==> src/rtl/cpu_program_loader_if.sv <==
// cpu_program_loader_if: host byte streams, imem/dmem external ports and status of the program loader
interface cpu_program_loader_if;
  logic        in_valid;
  logic [7:0]  in_data;
  logic        in_ready;
  logic        out_valid;
  logic [7:0]  out_data;
  logic        out_ready;
  logic        enable;
  logic [63:0] addr_ext;
  logic        wen_ext;
  logic        ren_ext;
  logic [31:0] wdata_ext;
  logic [31:0] rdata_ext;
  logic [63:0] addr_ext_2;
  logic        wen_ext_2;
  logic        ren_ext_2;
  logic [63:0] wdata_ext_2;
  logic [63:0] rdata_ext_2;
  logic        busy;
  logic        err;
  modport master (
    input  in_valid, in_data, out_ready, rdata_ext, rdata_ext_2,
    output in_ready, out_valid, out_data, enable, addr_ext, wen_ext, ren_ext, wdata_ext,
           addr_ext_2, wen_ext_2, ren_ext_2, wdata_ext_2, busy, err
  );
  modport slave (
    output in_valid, in_data, out_ready, rdata_ext, rdata_ext_2,
    input  in_ready, out_valid, out_data, enable, addr_ext, wen_ext, ren_ext, wdata_ext,
           addr_ext_2, wen_ext_2, ren_ext_2, wdata_ext_2, busy, err
  );
endinterface

==> src/rtl/cpu_program_loader.sv <==
// cpu_program_loader: byte-stream command parser that loads imem/dmem, reads dmem back and gates the CPU enable
module cpu_program_loader #(
  parameter int IMEM_ADDR_W = 9,
  parameter int DMEM_ADDR_W = 10,
  parameter int READ_LAT    = 1
) (
  input logic                  clk,
  input logic                  arst_n,
  cpu_program_loader_if.master bus
);
  typedef enum logic [2:0] {IDLE, HDR, DATA, WR, RD_REQ, RD_WAIT, RD_SEND, ACK} state_t;
  state_t      state_q, state_d;
  logic        is_i_q, is_i_d, is_rd_q, is_rd_d;
  logic [15:0] idx_q, idx_d, cnt_q, cnt_d;
  logic [23:0] hdr_q, hdr_d;
  logic [2:0]  nb_q, nb_d;
  logic [63:0] word_q, word_d;
  logic [7:0]  wait_q, wait_d;
  logic        enable_q, enable_d, err_q, err_d, busy_q, busy_d;
  logic        in_ready_q, in_ready_d, out_valid_q, out_valid_d;
  logic [7:0]  out_data_q, out_data_d;
  logic        wen_ext_q, wen_ext_d, wen_ext_2_q, wen_ext_2_d, ren_ext_2_q, ren_ext_2_d;
  logic [63:0] addr_ext_q, addr_ext_d, addr_ext_2_q, addr_ext_2_d, wdata_ext_2_q, wdata_ext_2_d;
  logic [31:0] wdata_ext_q, wdata_ext_d;
  logic        in_fire;
  logic        unused_rdata;
  assign in_fire = bus.in_valid & in_ready_q;
  assign unused_rdata = ^bus.rdata_ext;
  always_ff @(posedge clk) begin
    if (!arst_n) begin
      state_q       <= IDLE;
      is_i_q        <= 1'b0;
      is_rd_q       <= 1'b0;
      idx_q         <= '0;
      cnt_q         <= '0;
      hdr_q         <= '0;
      nb_q          <= '0;
      word_q        <= '0;
      wait_q        <= '0;
      enable_q      <= 1'b0;
      err_q         <= 1'b0;
      busy_q        <= 1'b0;
      in_ready_q    <= 1'b1;
      out_valid_q   <= 1'b0;
      out_data_q    <= '0;
      wen_ext_q     <= 1'b0;
      wen_ext_2_q   <= 1'b0;
      ren_ext_2_q   <= 1'b0;
      addr_ext_q    <= '0;
      addr_ext_2_q  <= '0;
      wdata_ext_q   <= '0;
      wdata_ext_2_q <= '0;
    end else begin
      state_q       <= state_d;
      is_i_q        <= is_i_d;
      is_rd_q       <= is_rd_d;
      idx_q         <= idx_d;
      cnt_q         <= cnt_d;
      hdr_q         <= hdr_d;
      nb_q          <= nb_d;
      word_q        <= word_d;
      wait_q        <= wait_d;
      enable_q      <= enable_d;
      err_q         <= err_d;
      busy_q        <= busy_d;
      in_ready_q    <= in_ready_d;
      out_valid_q   <= out_valid_d;
      out_data_q    <= out_data_d;
      wen_ext_q     <= wen_ext_d;
      wen_ext_2_q   <= wen_ext_2_d;
      ren_ext_2_q   <= ren_ext_2_d;
      addr_ext_q    <= addr_ext_d;
      addr_ext_2_q  <= addr_ext_2_d;
      wdata_ext_q   <= wdata_ext_d;
      wdata_ext_2_q <= wdata_ext_2_d;
    end
  end
  always_comb begin
    state_d  = state_q;
    is_i_d   = is_i_q;
    is_rd_d  = is_rd_q;
    idx_d    = idx_q;
    cnt_d    = cnt_q;
    hdr_d    = hdr_q;
    nb_d     = nb_q;
    word_d   = word_q;
    wait_d   = wait_q;
    enable_d = enable_q;
    err_d    = err_q;
    case (state_q)
      IDLE: if (in_fire) begin
        nb_d = '0;
        case (bus.in_data)
          8'h01, 8'h02, 8'h04: begin
            state_d  = HDR;
            is_i_d   = bus.in_data == 8'h01;
            is_rd_d  = bus.in_data == 8'h04;
            enable_d = 1'b0;
          end
          8'h03:   enable_d = 1'b1;
          8'h05:   enable_d = 1'b0;
          default: err_d = 1'b1;
        endcase
      end
      HDR: if (in_fire) begin
        hdr_d = {bus.in_data, hdr_q[23:8]};
        nb_d  = nb_q + 3'd1;
        if (nb_q == 3'd3) begin
          nb_d    = '0;
          idx_d   = hdr_q[15:0];
          cnt_d   = {bus.in_data, hdr_q[23:16]};
          state_d = cnt_d == '0 ? ACK : is_rd_q ? RD_REQ : DATA;
        end
      end
      // bytes enter at the top so an imem word ends up in word_q[63:32]
      DATA: if (in_fire) begin
        word_d = {bus.in_data, word_q[63:8]};
        nb_d   = nb_q + 3'd1;
        if (nb_q == (is_i_q ? 3'd3 : 3'd7)) begin
          nb_d    = '0;
          state_d = WR;
        end
      end
      WR: begin
        idx_d   = idx_q + 16'd1;
        cnt_d   = cnt_q - 16'd1;
        state_d = cnt_q == 16'd1 ? ACK : DATA;
      end
      RD_REQ: begin
        wait_d  = '0;
        state_d = RD_WAIT;
      end
      RD_WAIT: begin
        wait_d = wait_q + 8'd1;
        if (wait_q == 8'(READ_LAT - 1)) begin
          word_d  = bus.rdata_ext_2;
          nb_d    = '0;
          state_d = RD_SEND;
        end
      end
      RD_SEND: if (bus.out_ready) begin
        word_d = {8'h00, word_q[63:8]};
        nb_d   = nb_q + 3'd1;
        if (nb_q == 3'd7) begin
          idx_d   = idx_q + 16'd1;
          cnt_d   = cnt_q - 16'd1;
          state_d = cnt_q == 16'd1 ? ACK : RD_REQ;
        end
      end
      ACK: state_d = bus.out_ready ? IDLE : ACK;
      default: state_d = IDLE;
    endcase
  end
  // outputs are registered by decoding the upcoming state
  always_comb begin
    in_ready_d    = state_d inside {IDLE, HDR, DATA};
    out_valid_d   = state_d inside {RD_SEND, ACK};
    out_data_d    = state_d == ACK ? 8'hAC : state_d == RD_SEND ? word_d[7:0] : 8'h00;
    busy_d        = state_d != IDLE;
    wen_ext_d     = state_d == WR && is_i_d;
    wen_ext_2_d   = state_d == WR && !is_i_d;
    ren_ext_2_d   = state_d == RD_REQ;
    addr_ext_d    = 64'({idx_d[IMEM_ADDR_W-1:0], 2'b00});
    addr_ext_2_d  = 64'({idx_d[DMEM_ADDR_W-1:0], 3'b000});
    wdata_ext_d   = word_d[63:32];
    wdata_ext_2_d = word_d;
  end
  assign bus.in_ready    = in_ready_q;
  assign bus.out_valid   = out_valid_q;
  assign bus.out_data    = out_data_q;
  assign bus.enable      = enable_q;
  assign bus.busy        = busy_q;
  assign bus.err         = err_q;
  assign bus.addr_ext    = addr_ext_q;
  assign bus.wen_ext     = wen_ext_q;
  assign bus.ren_ext     = 1'b0;
  assign bus.wdata_ext   = wdata_ext_q;
  assign bus.addr_ext_2  = addr_ext_2_q;
  assign bus.wen_ext_2   = wen_ext_2_q;
  assign bus.ren_ext_2   = ren_ext_2_q;
  assign bus.wdata_ext_2 = wdata_ext_2_q;
endmodule

==> src/flat_wrapper.sv <==
// flat-port wrapper written by rule: the top's interface ports become plain ports
module cpu_program_loader_flat 
#(
  parameter int IMEM_ADDR_W = 9,
  parameter int DMEM_ADDR_W = 10,
  parameter int READ_LAT    = 1
)
  (clk, arst_n, bus_in_valid, bus_in_data, bus_out_ready, bus_rdata_ext, bus_rdata_ext_2, bus_in_ready, bus_out_valid, bus_out_data, bus_enable, bus_addr_ext, bus_wen_ext, bus_ren_ext, bus_wdata_ext, bus_addr_ext_2, bus_wen_ext_2, bus_ren_ext_2, bus_wdata_ext_2, bus_busy, bus_err);
  cpu_program_loader_if bus_i ();
  input logic clk;
  input logic arst_n;
  input wire logic [$bits(bus_i.in_valid)-1:0] bus_in_valid;
  input wire logic [$bits(bus_i.in_data)-1:0] bus_in_data;
  input wire logic [$bits(bus_i.out_ready)-1:0] bus_out_ready;
  input wire logic [$bits(bus_i.rdata_ext)-1:0] bus_rdata_ext;
  input wire logic [$bits(bus_i.rdata_ext_2)-1:0] bus_rdata_ext_2;
  output wire logic [$bits(bus_i.in_ready)-1:0] bus_in_ready;
  output wire logic [$bits(bus_i.out_valid)-1:0] bus_out_valid;
  output wire logic [$bits(bus_i.out_data)-1:0] bus_out_data;
  output wire logic [$bits(bus_i.enable)-1:0] bus_enable;
  output wire logic [$bits(bus_i.addr_ext)-1:0] bus_addr_ext;
  output wire logic [$bits(bus_i.wen_ext)-1:0] bus_wen_ext;
  output wire logic [$bits(bus_i.ren_ext)-1:0] bus_ren_ext;
  output wire logic [$bits(bus_i.wdata_ext)-1:0] bus_wdata_ext;
  output wire logic [$bits(bus_i.addr_ext_2)-1:0] bus_addr_ext_2;
  output wire logic [$bits(bus_i.wen_ext_2)-1:0] bus_wen_ext_2;
  output wire logic [$bits(bus_i.ren_ext_2)-1:0] bus_ren_ext_2;
  output wire logic [$bits(bus_i.wdata_ext_2)-1:0] bus_wdata_ext_2;
  output wire logic [$bits(bus_i.busy)-1:0] bus_busy;
  output wire logic [$bits(bus_i.err)-1:0] bus_err;
  assign bus_i.in_valid = bus_in_valid;
  assign bus_i.in_data = bus_in_data;
  assign bus_i.out_ready = bus_out_ready;
  assign bus_i.rdata_ext = bus_rdata_ext;
  assign bus_i.rdata_ext_2 = bus_rdata_ext_2;
  assign bus_in_ready = bus_i.in_ready;
  assign bus_out_valid = bus_i.out_valid;
  assign bus_out_data = bus_i.out_data;
  assign bus_enable = bus_i.enable;
  assign bus_addr_ext = bus_i.addr_ext;
  assign bus_wen_ext = bus_i.wen_ext;
  assign bus_ren_ext = bus_i.ren_ext;
  assign bus_wdata_ext = bus_i.wdata_ext;
  assign bus_addr_ext_2 = bus_i.addr_ext_2;
  assign bus_wen_ext_2 = bus_i.wen_ext_2;
  assign bus_ren_ext_2 = bus_i.ren_ext_2;
  assign bus_wdata_ext_2 = bus_i.wdata_ext_2;
  assign bus_busy = bus_i.busy;
  assign bus_err = bus_i.err;
  cpu_program_loader #(.IMEM_ADDR_W(IMEM_ADDR_W), .DMEM_ADDR_W(DMEM_ADDR_W), .READ_LAT(READ_LAT)) u_core (.clk(clk), .arst_n(arst_n), .bus(bus_i));
endmodule
==> config.mk <==
export PLATFORM = sky130hd
export DESIGN_NAME = cpu_program_loader_flat
export DESIGN_NICKNAME = d
export VERILOG_FILES = /design/src/rtl/cpu_program_loader_if.sv /design/src/rtl/cpu_program_loader.sv /design/src/flat_wrapper.sv
export SDC_FILE = /design/constraint.sdc
export NUM_CORES = 1
export LEC_CHECK = 0
export BUFFER_PORTS_ARGS = -buffer_cell sky130_fd_sc_hd__buf_2
export CAP_MARGIN = 25
export CELL_PAD_IN_SITES_DETAIL_PLACEMENT = 1
export CELL_PAD_IN_SITES_GLOBAL_PLACEMENT = 1
export CORE_MARGIN = 3
export CORE_UTILIZATION = 34
export CTS_CLUSTER_SIZE = 12
export DETAILED_ROUTE_END_ITERATION = 7
export GPL_ROUTABILITY_DRIVEN = 0
export GPL_TIMING_DRIVEN = 0
export MAX_ROUTING_LAYER = met4
export PLACE_DENSITY = 0.93
export SLEW_MARGIN = 20
export SYNTH_ARGS = -nofsm -noshare
export SYNTH_HDL_FRONTEND = slang
export SYNTH_SLANG_ARGS = --single-unit
==> constraint.sdc <==
create_clock -name clk -period 3.55 [get_ports clk]
set_clock_uncertainty 0.1 [all_clocks]
set_input_delay 0.355 -clock clk [delete_from_list [all_inputs] [get_ports clk]]
set_output_delay 0.355 -clock clk [all_outputs]
set_load 0.02 [all_outputs]
==> impl_results.html, run 1 <==
<table>
<tr><th>Metric</th><th>Value</th></tr>
<tr><th colspan="2">Finish</th></tr>
<tr><td>Commonest non-fill, non-tap cell in the layout</td><td>buf_2</td></tr>
<tr><td>Syn-to-layout area delta</td><td>30.35%</td></tr>
<tr><td>Commonest cells after routing, fill and taps aside</td><td>208 x buf_2, 151 x buf_4, 146 x dfxtp_1</td></tr>
<tr><td>Fraction of the core area covered by cells at the end of the flow</td><td>45.71%</td></tr>
<tr><td>Total area of multi-input combinational cells</td><td>3755 µm²</td></tr>
<tr><td>Sequential cell area</td><td>2923 µm²</td></tr>
<tr><td>Fillers</td><td>2746</td></tr>
<tr><td>Fraction of final layout cells sized beyond drive strength 1</td><td>31.79%</td></tr>
<tr><td>Total inserted antenna cells</td><td>0</td></tr>
<tr><td>Final #Nets</td><td>1405</td></tr>
<tr><th colspan="2">Synthesis</th></tr>
<tr><td>Post-synthesis sequential area ratio</td><td>37.61%</td></tr>
<tr><td>Async set or reset register ratio after synthesis</td><td>0%</td></tr>
<tr><td>Compound-gate portion of the synthesized area</td><td>21.57%</td></tr>
<tr><td>Arithmetic-cell share of the synthesized area counting full adders, half adders and majority gates</td><td>2.254%</td></tr>
<tr><td>Simple-gate portion of the synthesized area</td><td>18.42%</td></tr>
<tr><td>Synthesized-area fraction occupied by xor and xnor cells</td><td>0.2254%</td></tr>
<tr><td>Cell type contributing the most total cell area after synthesis</td><td>dfxtp_1</td></tr>
<tr><td>Number of distinct library cells after synthesis</td><td>70</td></tr>
<tr><td>Avg Inst Size Synth</td><td>8.180 µm²</td></tr>
<tr><td>Synth top area share</td><td>37.61%</td></tr>
<tr><td>Post-Syn Area</td><td>7771 µm²</td></tr>
<tr><td>EDFF count, synth</td><td>0</td></tr>
<tr><td>Biggest area contributors in the synthesized netlist</td><td>dfxtp_1 38%, buf_4 15%, a222oi_1 5.2%</td></tr>
<tr><td>Number of flip-flops and latches in the synthesized netlist</td><td>146</td></tr>
<tr><td>Number of warnings issued by yosys</td><td>0</td></tr>
<tr><td>Mux cell area share after synthesis</td><td>0.5313%</td></tr>
<tr><td>Gate count of the mapped netlist</td><td>950</td></tr>
<tr><td>Flip-flop cell with the highest count after synthesis</td><td>dfxtp_1</td></tr>
<tr><td>Dominant combinational cell family by area after synthesis</td><td>compound AO/OA/AOI/OAI gates</td></tr>
<tr><th colspan="2">Setup path</th></tr>
<tr><td>Worst Reg-to-Reg Cells</td><td>9</td></tr>
<tr><td>Startpoint of the most critical register-to-register path</td><td>u_core.state_q[1]</td></tr>
<tr><td>Kind of start point of the critical path</td><td>register</td></tr>
<tr><td>Cell family with most CP delay</td><td>simple AND/OR/NAND/NOR gates</td></tr>
<tr><td>Buffer and inverter count on the worst path</td><td>3</td></tr>
<tr><td>Cell with the largest stage delay on the worst path</td><td>clkbuf_1</td></tr>
<tr><td>Arrival time worst endpoint</td><td>3.55 ns</td></tr>
<tr><td>Critical path class</td><td>register to register</td></tr>
<tr><td>Slack of the worst reg-to-reg path</td><td>0.21 ns</td></tr>
<tr><td>Worst path max stage delay</td><td>0.53 ns</td></tr>
<tr><td>Cell type with the highest occurrence count on the critical path</td><td>clkbuf_1</td></tr>
<tr><td>Required time at the endpoint of the critical path</td><td>3.75 ns</td></tr>
<tr><td>Worst Path Max Fanout</td><td>10</td></tr>
<tr><td>Cells along the critical path</td><td>inv_1 &gt; ha_1 &gt; clkbuf_1 &gt; nand2_1 &gt; nor3_1 &gt; clkbuf_1 &gt; a222oi_1 &gt; nor2_1 &gt; nor4b_1</td></tr>
<tr><td>Worst Setup End Kind</td><td>register</td></tr>
<tr><td>Reg2Reg Capture Point</td><td>u_core.bus.out_data[1]</td></tr>
<tr><th colspan="2">Clock network</th></tr>
<tr><td>Worst skew pair latency</td><td>0.45 ns</td></tr>
<tr><td>CTS Buffer Depth</td><td>2</td></tr>
<tr><td>Clock Sink Count</td><td>146</td></tr>
<tr><td>Number of instances resized during post-cts repair</td><td>0</td></tr>
<tr><td>Number of hold buffers added after cts</td><td>0</td></tr>
<tr><td>Clock Tree Root</td><td>clkbuf_16</td></tr>
<tr><td>Clock tree from TritonCTS</td><td>done</td></tr>
<tr><td>Post-CTS Setup Repair Bufs</td><td>0</td></tr>
<tr><td>Number of H-tree levels</td><td>4</td></tr>
<tr><td>Clock transition time at the flip-flop clock pins of the worst setup and hold paths</td><td>0.08 ns</td></tr>
<tr><td>Clock buffers created by TritonCTS</td><td>17</td></tr>
<tr><th colspan="2">Hold path</th></tr>
<tr><td>Hold Crit Depth</td><td>3</td></tr>
<tr><td>Path category of the worst min-delay check</td><td>primary input to register</td></tr>
<tr><td>Beginning of the worst hold path</td><td>bus_rdata_ext_2[43]</td></tr>
<tr><th colspan="2">Floorplanning</th></tr>
<tr><td>FP Rows</td><td>54</td></tr>
<tr><td>Vertical extent of the die</td><td>157.2 µm</td></tr>
<tr><td>Initial cell density of the core</td><td>35.07%</td></tr>
<tr><td>X dimension of the die</td><td>157.2 µm</td></tr>
<tr><td>Std-Cell Core Area</td><td>22160 µm²</td></tr>
<tr><td>Die Outline Area</td><td>24710 µm²</td></tr>
<tr><td>Number of top-level pins</td><td>349</td></tr>
<tr><th colspan="2">Detailed routing</th></tr>
<tr><td>Routed Antenna Nets</td><td>0</td></tr>
<tr><td>Number of search-and-repair iterations in the first detailed-routing pass</td><td>6</td></tr>
<tr><td>DRT Wirelength</td><td>32170 µm</td></tr>
<tr><td>Vias</td><td>8501</td></tr>
<tr><td>Via-per-instance ratio</td><td>5.394</td></tr>
<tr><td>Initial detailed-routing violation count</td><td>692</td></tr>
<tr><td>DRC errors left</td><td>0</td></tr>
<tr><td>Avg WL per Cell</td><td>20.41 µm</td></tr>
<tr><th colspan="2">Power</th></tr>
<tr><td>Peak ir drop on the vdd network</td><td>0.0003723 V</td></tr>
<tr><td>Leakage dissipation</td><td>0.004726 µW</td></tr>
<tr><td>Power density cells</td><td>649.3 nW/µm²</td></tr>
<tr><th colspan="2">STA</th></tr>
<tr><td>Unrepaired setup endpoints after global routing</td><td>false</td></tr>
<tr><td>Number of max-slew violations in the final report</td><td>0</td></tr>
<tr><td>Hold Slack</td><td>0.04557 ns</td></tr>
<tr><td>F_max</td><td>299.2 MHz</td></tr>
<tr><td>Final setup violation count</td><td>0</td></tr>
<tr><td>Worst slew margin relative to its limit</td><td>29.14%</td></tr>
<tr><td>Final worst-path cycle share</td><td>94.16%</td></tr>
<tr><td>Transition time at the pin with the least slew margin</td><td>1.058 ns</td></tr>
<tr><td>Number of hold violations in the final report</td><td>0</td></tr>
<tr><td>Clock period minus worst slack</td><td>3.343 ns</td></tr>
<tr><td>Summed negative setup slack over all endpoints</td><td>0 ns</td></tr>
<tr><th colspan="2">Placement</th></tr>
<tr><td>IO Port Bufs</td><td>205</td></tr>
<tr><td>Half-perimeter wire length after placement</td><td>24400 µm</td></tr>
<tr><th colspan="2">GRT</th></tr>
<tr><td>Remaining Overflow, GRT</td><td>0</td></tr>
<tr><td>Vias in the first global route</td><td>8704</td></tr>
<tr><td>First-pass GRT wire length</td><td>48310 µm</td></tr>
<tr><td>Overall routing resource usage</td><td>25.86%</td></tr>
<tr><td>Number of antenna violations at the first check in global routing</td><td>0</td></tr>
<tr><td>Maximum number of pins on one net before global-route repair</td><td>17</td></tr>
<tr><th colspan="2">Job</th></tr>
<tr><td>Max-cap violation count</td><td>0</td></tr>
<tr><th colspan="2">Run status</th></tr>
<tr><td>Status</td><td>finished clean</td></tr>
</table>
worst reg2reg max path, delay by kind of cell, from the launching register on:
family                     cells  cell delay (ns)
DFF                            1             0.36
buffers and inverters          3             1.09
adders and majority gates      1             0.22
AOI/OAI and AO/OA              1             0.24
and+or+nand+nor                4             1.22
how the worst max path moves through the flow:
stage	from	endpoint	slack (ns)	depth (start not counted)
after floorplan	u_core.state_q[0]	u_core.bus.wen_ext_2	1.08	8
after global placement	u_core.state_q[0]	u_core.cnt_q[12]	0.62	9
after detailed placement	u_core.state_q[0]	u_core.cnt_q[12]	0.48	9
after CTS	u_core.state_q[1]	u_core.bus.out_data[1]	0.25	9
after global routing	u_core.state_q[1]	u_core.bus.out_data[6]	0.05	9
final	u_core.state_q[1]	u_core.bus.out_data[1]	0.21	9
through the flow:
stage                     cells  setup slack, ns  power (µW)  cell area [µm²]
final                      1576           0.2073        6577            10130
after global routing       1576          0.04662        6890            10130
after CTS                  1576           0.2457        6524            10130
after detailed placement   1544           0.4779        4703             9557
after global placement     1544           0.6179        4611             9557
after floorplan            1059            1.076        3880             8180
cell usage after synthesis, types with 4 or more instances:
| cell type | instances |
|---|---|
| buf_4 | 151 |
| dfxtp_1 | 146 |
| nor2_1 | 104 |
| nand2_1 | 88 |
| a21oi_1 | 78 |
| clkbuf_1 | 53 |
| a222oi_1 | 40 |
| nor3_1 | 37 |
| o21ai_0 | 29 |
| a221oi_1 | 25 |
| inv_1 | 24 |
| nand3_1 | 15 |
| ha_1 | 14 |
| a211oi_1 | 11 |
| and2_1 | 11 |
| a21o_1 | 7 |
| a31oi_1 | 7 |
| nand4_1 | 7 |
| a22oi_1 | 5 |
| nor4_1 | 5 |
| o32ai_1 | 5 |
| or3_1 | 5 |
| buf_1 | 4 |
| nand3b_1 | 4 |
| nor4b_1 | 4 |
| o31ai_1 | 4 |
| or2_2 | 4 |
metal layers:
metal	track usage, %	vias to the layer above	wire, µm	share of wire (%)
met5	-	-	0	0
met3	6.544	85	2777	8.6
met2	45.73	487	16830	52
met4	11.98	0	1151	3.6
li1	-	3817	-	-
met1	26.97	4112	11410	35
cells by family (layout without fill, tap and decap cells):
group	after synthesis	count (layout)
compound gates	238	238
xor+xnor	2	2
fa+ha+maj	14	14
buf+inv	239	476
flops	146	146
mux	4	4
other cells	1	110
simple gates	306	306
where the power goes:
group          leakage [µW]  internal [µW]  switching [µW]
Combinational       0.00326            909            1820
Sequential          0.00118           1850             213
Clock              0.000283            951             832
final cells by class:
class | count | share of cell area [%]
multi-input combinational | 674 | 37.07
tap | 280 | 3.459
inverter | 24 | 0.8893
sequential | 146 | 28.85
clock buffer | 18 | 4.335
buffer | 215 | 13.95
clock inverter | 14 | 1.322
timing repair buffer | 205 | 10.13
Power figures use the tool's default switching activity.
==> run 2, diff against run 1 <==
--- a/config.mk
+++ b/config.mk
@@ -9,14 +9,15 @@
 export CAP_MARGIN = 25
 export CELL_PAD_IN_SITES_DETAIL_PLACEMENT = 1
 export CELL_PAD_IN_SITES_GLOBAL_PLACEMENT = 1
+export CORE_ASPECT_RATIO = 0.75
 export CORE_MARGIN = 3
-export CORE_UTILIZATION = 34
+export CORE_UTILIZATION = 30
 export CTS_CLUSTER_SIZE = 12
 export DETAILED_ROUTE_END_ITERATION = 7
 export GPL_ROUTABILITY_DRIVEN = 0
 export GPL_TIMING_DRIVEN = 0
 export MAX_ROUTING_LAYER = met4
-export PLACE_DENSITY = 0.93
+export PLACE_DENSITY = 0.87
 export SLEW_MARGIN = 20
 export SYNTH_ARGS = -nofsm -noshare
 export SYNTH_HDL_FRONTEND = slang
==> constraint.sdc (replaced) <==
create_clock -name clk -period 2.68 [get_ports clk]
set_clock_uncertainty 0.1 [all_clocks]
set_input_delay 0.268 -clock clk [delete_from_list [all_inputs] [get_ports clk]]
set_output_delay 0.268 -clock clk [all_outputs]
set_load 0.02 [all_outputs]
==> run 2 against run 1 <==
Net effect: the flow now finishes with violations (negative setup slack); non-clock buffer count increased by 34; setup slack got worse by 0.28 ns; via count increased by 0.71%; critical path depth increased by 1; sequential share of layout area decreased by 1.7 points; critical endpoint is now u_core.bus.out_data[6].
==> impl_results.html, run 2 (synthesis results as in run 1) <==
<table>
<tr><th>Metric</th><th>Value</th></tr>
<tr><th colspan="2">Placement</th></tr>
<tr><td>Half-perimeter wire length after placement</td><td>23660 µm</td></tr>
<tr><td>Placement-stage cell area</td><td>9629 µm²</td></tr>
<tr><td>IO Port Bufs</td><td>205</td></tr>
<tr><td>Setup slack after placement</td><td>-0.3182 ns</td></tr>
<tr><td>Cell count after placement</td><td>1602</td></tr>
<tr><th colspan="2">Finish</th></tr>
<tr><td>Commonest cells after routing, fill and taps aside</td><td>209 x buf_2, 161 x buf_4, 141 x dfxtp_1</td></tr>
<tr><td>Fillers</td><td>3130</td></tr>
<tr><td>Fraction of final layout cells sized beyond drive strength 1</td><td>36.02%</td></tr>
<tr><td>Final #Nets</td><td>1439</td></tr>
<tr><td>Filler-free cell count of the finished design</td><td>1669</td></tr>
<tr><td>Post-route cell area</td><td>10830 µm²</td></tr>
<tr><td>Syn-to-layout area delta</td><td>39.38%</td></tr>
<tr><td>Commonest non-fill, non-tap cell in the layout</td><td>buf_2</td></tr>
<tr><th colspan="2">Power</th></tr>
<tr><td>Peak ir drop on the vdd network</td><td>0.0005073 V</td></tr>
<tr><td>Power density cells</td><td>882.0 nW/µm²</td></tr>
<tr><td>Leakage dissipation</td><td>0.005010 µW</td></tr>
<tr><td>Final total power</td><td>9554 µW</td></tr>
<tr><th colspan="2">Setup path</th></tr>
<tr><td>Slack of the worst reg-to-reg path</td><td>-0.07 ns</td></tr>
<tr><td>Buffer and inverter count on the worst path</td><td>3</td></tr>
<tr><td>Cells along the critical path</td><td>inv_2 &gt; ha_1 &gt; or4b_4 &gt; o21ai_4 &gt; o211ai_1 &gt; buf_4 &gt; buf_4 &gt; a222oi_1 &gt; nor2_1 &gt; nor4b_4</td></tr>
<tr><td>Required time at the endpoint of the critical path</td><td>2.90 ns</td></tr>
<tr><td>Cell type with the highest occurrence count on the critical path</td><td>buf_4</td></tr>
<tr><td>Worst path max stage delay</td><td>0.50 ns</td></tr>
<tr><td>Reg2Reg Capture Point</td><td>u_core.bus.out_data[6]</td></tr>
<tr><td>Startpoint of the most critical register-to-register path</td><td>u_core.wait_q[0]</td></tr>
<tr><td>Kind of start point of the critical path</td><td>register</td></tr>
<tr><td>Worst Setup End Kind</td><td>register</td></tr>
<tr><td>Number of cells on the critical path</td><td>10</td></tr>
<tr><td>Worst Reg-to-Reg Cells</td><td>10</td></tr>
<tr><td>Arrival time worst endpoint</td><td>2.97 ns</td></tr>
<tr><td>Critical path class</td><td>register to register</td></tr>
<tr><td>Cell with the largest stage delay on the worst path</td><td>or4b_4</td></tr>
<tr><td>Cell family with most CP delay</td><td>simple AND/OR/NAND/NOR gates</td></tr>
<tr><td>Worst Path Max Fanout</td><td>6</td></tr>
<tr><th colspan="2">Detailed routing</th></tr>
<tr><td>Routed Antenna Nets</td><td>0</td></tr>
<tr><td>DRT Wirelength</td><td>33200 µm</td></tr>
<tr><td>DRC errors left</td><td>0</td></tr>
<tr><td>Vias</td><td>8561</td></tr>
<tr><td>Via-per-instance ratio</td><td>5.129</td></tr>
<tr><td>Number of search-and-repair iterations in the first detailed-routing pass</td><td>8</td></tr>
<tr><td>Avg WL per Cell</td><td>19.89 µm</td></tr>
<tr><td>Initial detailed-routing violation count</td><td>791</td></tr>
<tr><th colspan="2">Job</th></tr>
<tr><td>Max-cap violation count</td><td>0</td></tr>
<tr><th colspan="2">Clock network</th></tr>
<tr><td>Clock buffers created by TritonCTS</td><td>17</td></tr>
<tr><td>Worst skew pair latency</td><td>0.44 ns</td></tr>
<tr><td>Clock Tree Root</td><td>clkbuf_16</td></tr>
<tr><td>Clock transition time at the flip-flop clock pins of the worst setup and hold paths</td><td>0.07 ns</td></tr>
<tr><td>Clock Sink Count</td><td>146</td></tr>
<tr><td>CTS Buffer Depth</td><td>2</td></tr>
<tr><td>Clock tree from TritonCTS</td><td>done</td></tr>
<tr><td>Number of H-tree levels</td><td>4</td></tr>
<tr><th colspan="2">STA</th></tr>
<tr><td>Final setup violation count</td><td>7</td></tr>
<tr><td>F_max</td><td>363.5 MHz</td></tr>
<tr><td>Transition time at the pin with the least slew margin</td><td>0.8462 ns</td></tr>
<tr><td>Summed negative setup slack over all endpoints</td><td>-0.1983 ns</td></tr>
<tr><td>Number of max-slew violations in the final report</td><td>0</td></tr>
<tr><td>Clock period minus worst slack</td><td>2.751 ns</td></tr>
<tr><td>Number of hold violations in the final report</td><td>0</td></tr>
<tr><td>Least setup slack across all paths after layout</td><td>-0.07131 ns</td></tr>
<tr><td>Unrepaired setup endpoints after global routing</td><td>true</td></tr>
<tr><td>Worst slew margin relative to its limit</td><td>43.59%</td></tr>
<tr><td>Final worst-path cycle share</td><td>102.7%</td></tr>
<tr><th colspan="2">Run status</th></tr>
<tr><td>Status</td><td>finished, violations left</td></tr>
<tr><td>Failing checks</td><td>negative setup slack</td></tr>
<tr><th colspan="2">GRT</th></tr>
<tr><td>Maximum number of pins on one net before global-route repair</td><td>17</td></tr>
<tr><td>Vias in the first global route</td><td>8788</td></tr>
<tr><td>First-pass GRT wire length</td><td>50240 µm</td></tr>
<tr><td>Number of antenna violations at the first check in global routing</td><td>1</td></tr>
<tr><td>Overall routing resource usage</td><td>23.40%</td></tr>
<tr><td>Remaining Overflow, GRT</td><td>0</td></tr>
<tr><th colspan="2">Floorplanning</th></tr>
<tr><td>Std-Cell Core Area</td><td>25210 µm²</td></tr>
<tr><td>Vertical extent of the die</td><td>145.4 µm</td></tr>
<tr><td>Die Outline Area</td><td>27890 µm²</td></tr>
<tr><td>FP Rows</td><td>50</td></tr>
<tr><td>Number of top-level pins</td><td>349</td></tr>
<tr><td>Initial cell density of the core</td><td>30.82%</td></tr>
<tr><td>X dimension of the die</td><td>191.8 µm</td></tr>
<tr><th colspan="2">Hold path</th></tr>
<tr><td>Path category of the worst min-delay check</td><td>primary input to register</td></tr>
<tr><td>Beginning of the worst hold path</td><td>bus_rdata_ext_2[49]</td></tr>
<tr><td>Hold Crit Depth</td><td>3</td></tr>
</table>
-- run 2: cell types whose count changed in the layout (fill, tap and decap cells not counted), moves of 4 or more --
cell and delta:
nor4b_1 -4, dlygate4sd3_1 +26, clkbuf_2 +17, clkbuf_1 -25, buf_6 +4, dfxtp_1 -5, buf_4 +10
-- run 2: how the worst max path moves through the flow --
| stage | end | start | slack (ns) |
|---|---|---|---|
| 6_report | u_core.bus.out_data[6] | u_core.wait_q[0] | -0.07 |
| 5_1_grt | u_core.bus.out_data[4] | u_core.cnt_q[5] | -0.13 |
| 4_1_cts | u_core.bus.wdata_ext_2[12] | u_core.wait_q[0] | -0.005 |
| 3_5_place_dp | u_core.cnt_q[12] | u_core.state_q[0] | -0.32 |
| 3_3_place_gp | u_core.cnt_q[12] | u_core.state_q[0] | -0.29 |
| 2_1_floorplan | u_core.bus.wen_ext_2 | u_core.state_q[0] | 0.21 |
-- run 2: worst register-to-register path, cell delays in order (launching register included) --
cell and delay (ns):
dfxtp_2 0.35, inv_2 0.08, ha_1 0.16, or4b_4 0.50, o21ai_4 0.18, o211ai_1 0.21
buf_4 0.25, buf_4 0.14, a222oi_1 0.34, nor2_1 0.14, nor4b_4 0.17
-- run 2: power by group --
| part | switching, µW | total (µW) | internal, µW |
|---|---|---|---|
| clock network | 1100 | 2600 | 1500 |
| logic | 2730 | 4220 | 1490 |
| registers | 279 | 2740 | 2460 |
-- run 2: metrics by stage --
| step | utilization, % | hold WS (ns) |
|---|---|---|
| after global routing | 42.96 | 0.007401 |
| after CTS | 42.13 | 0.0001464 |
| final | 42.96 | 0.01644 |
| after global placement | 38.19 | 0.3415 |
| after floorplan | - | 0.3040 |
| after detailed placement | 38.19 | 0.3501 |
-- run 2: cell type report --
type,instances,area [µm²],share of cell area (%)
clock buffers,17,425.4,3.927
multi-input cells,674,3930,36.28
plain buffers,213,1466,13.54
clock inverters,15,196.4,1.814
flip-flops and latches,146,2937,27.11
repair buffers,241,1361,12.57
inverters,24,90.09,0.8317
diodes,1,2.502,0.02310
well taps,338,422.9,3.904
-- run 2: timing repair --
| action | CTS | global route |
|---|---|---|
| gates resized for setup | 27 | 71 |
| endpoints found under the hold margin | 26 | 0 |
| setup endpoints to repair | 105 | 122 |
| pin swaps | 5 | 16 |
| setup buffers | 5 | 5 |
| hold buffers | 26 | 0 |
-- run 2: layer usage --
metal,share of wire (%),track usage [%]
met5,0,-
met1,42,28.92
met3,6.8,5.201
met2,49,38.16
met4,2.3,7.041
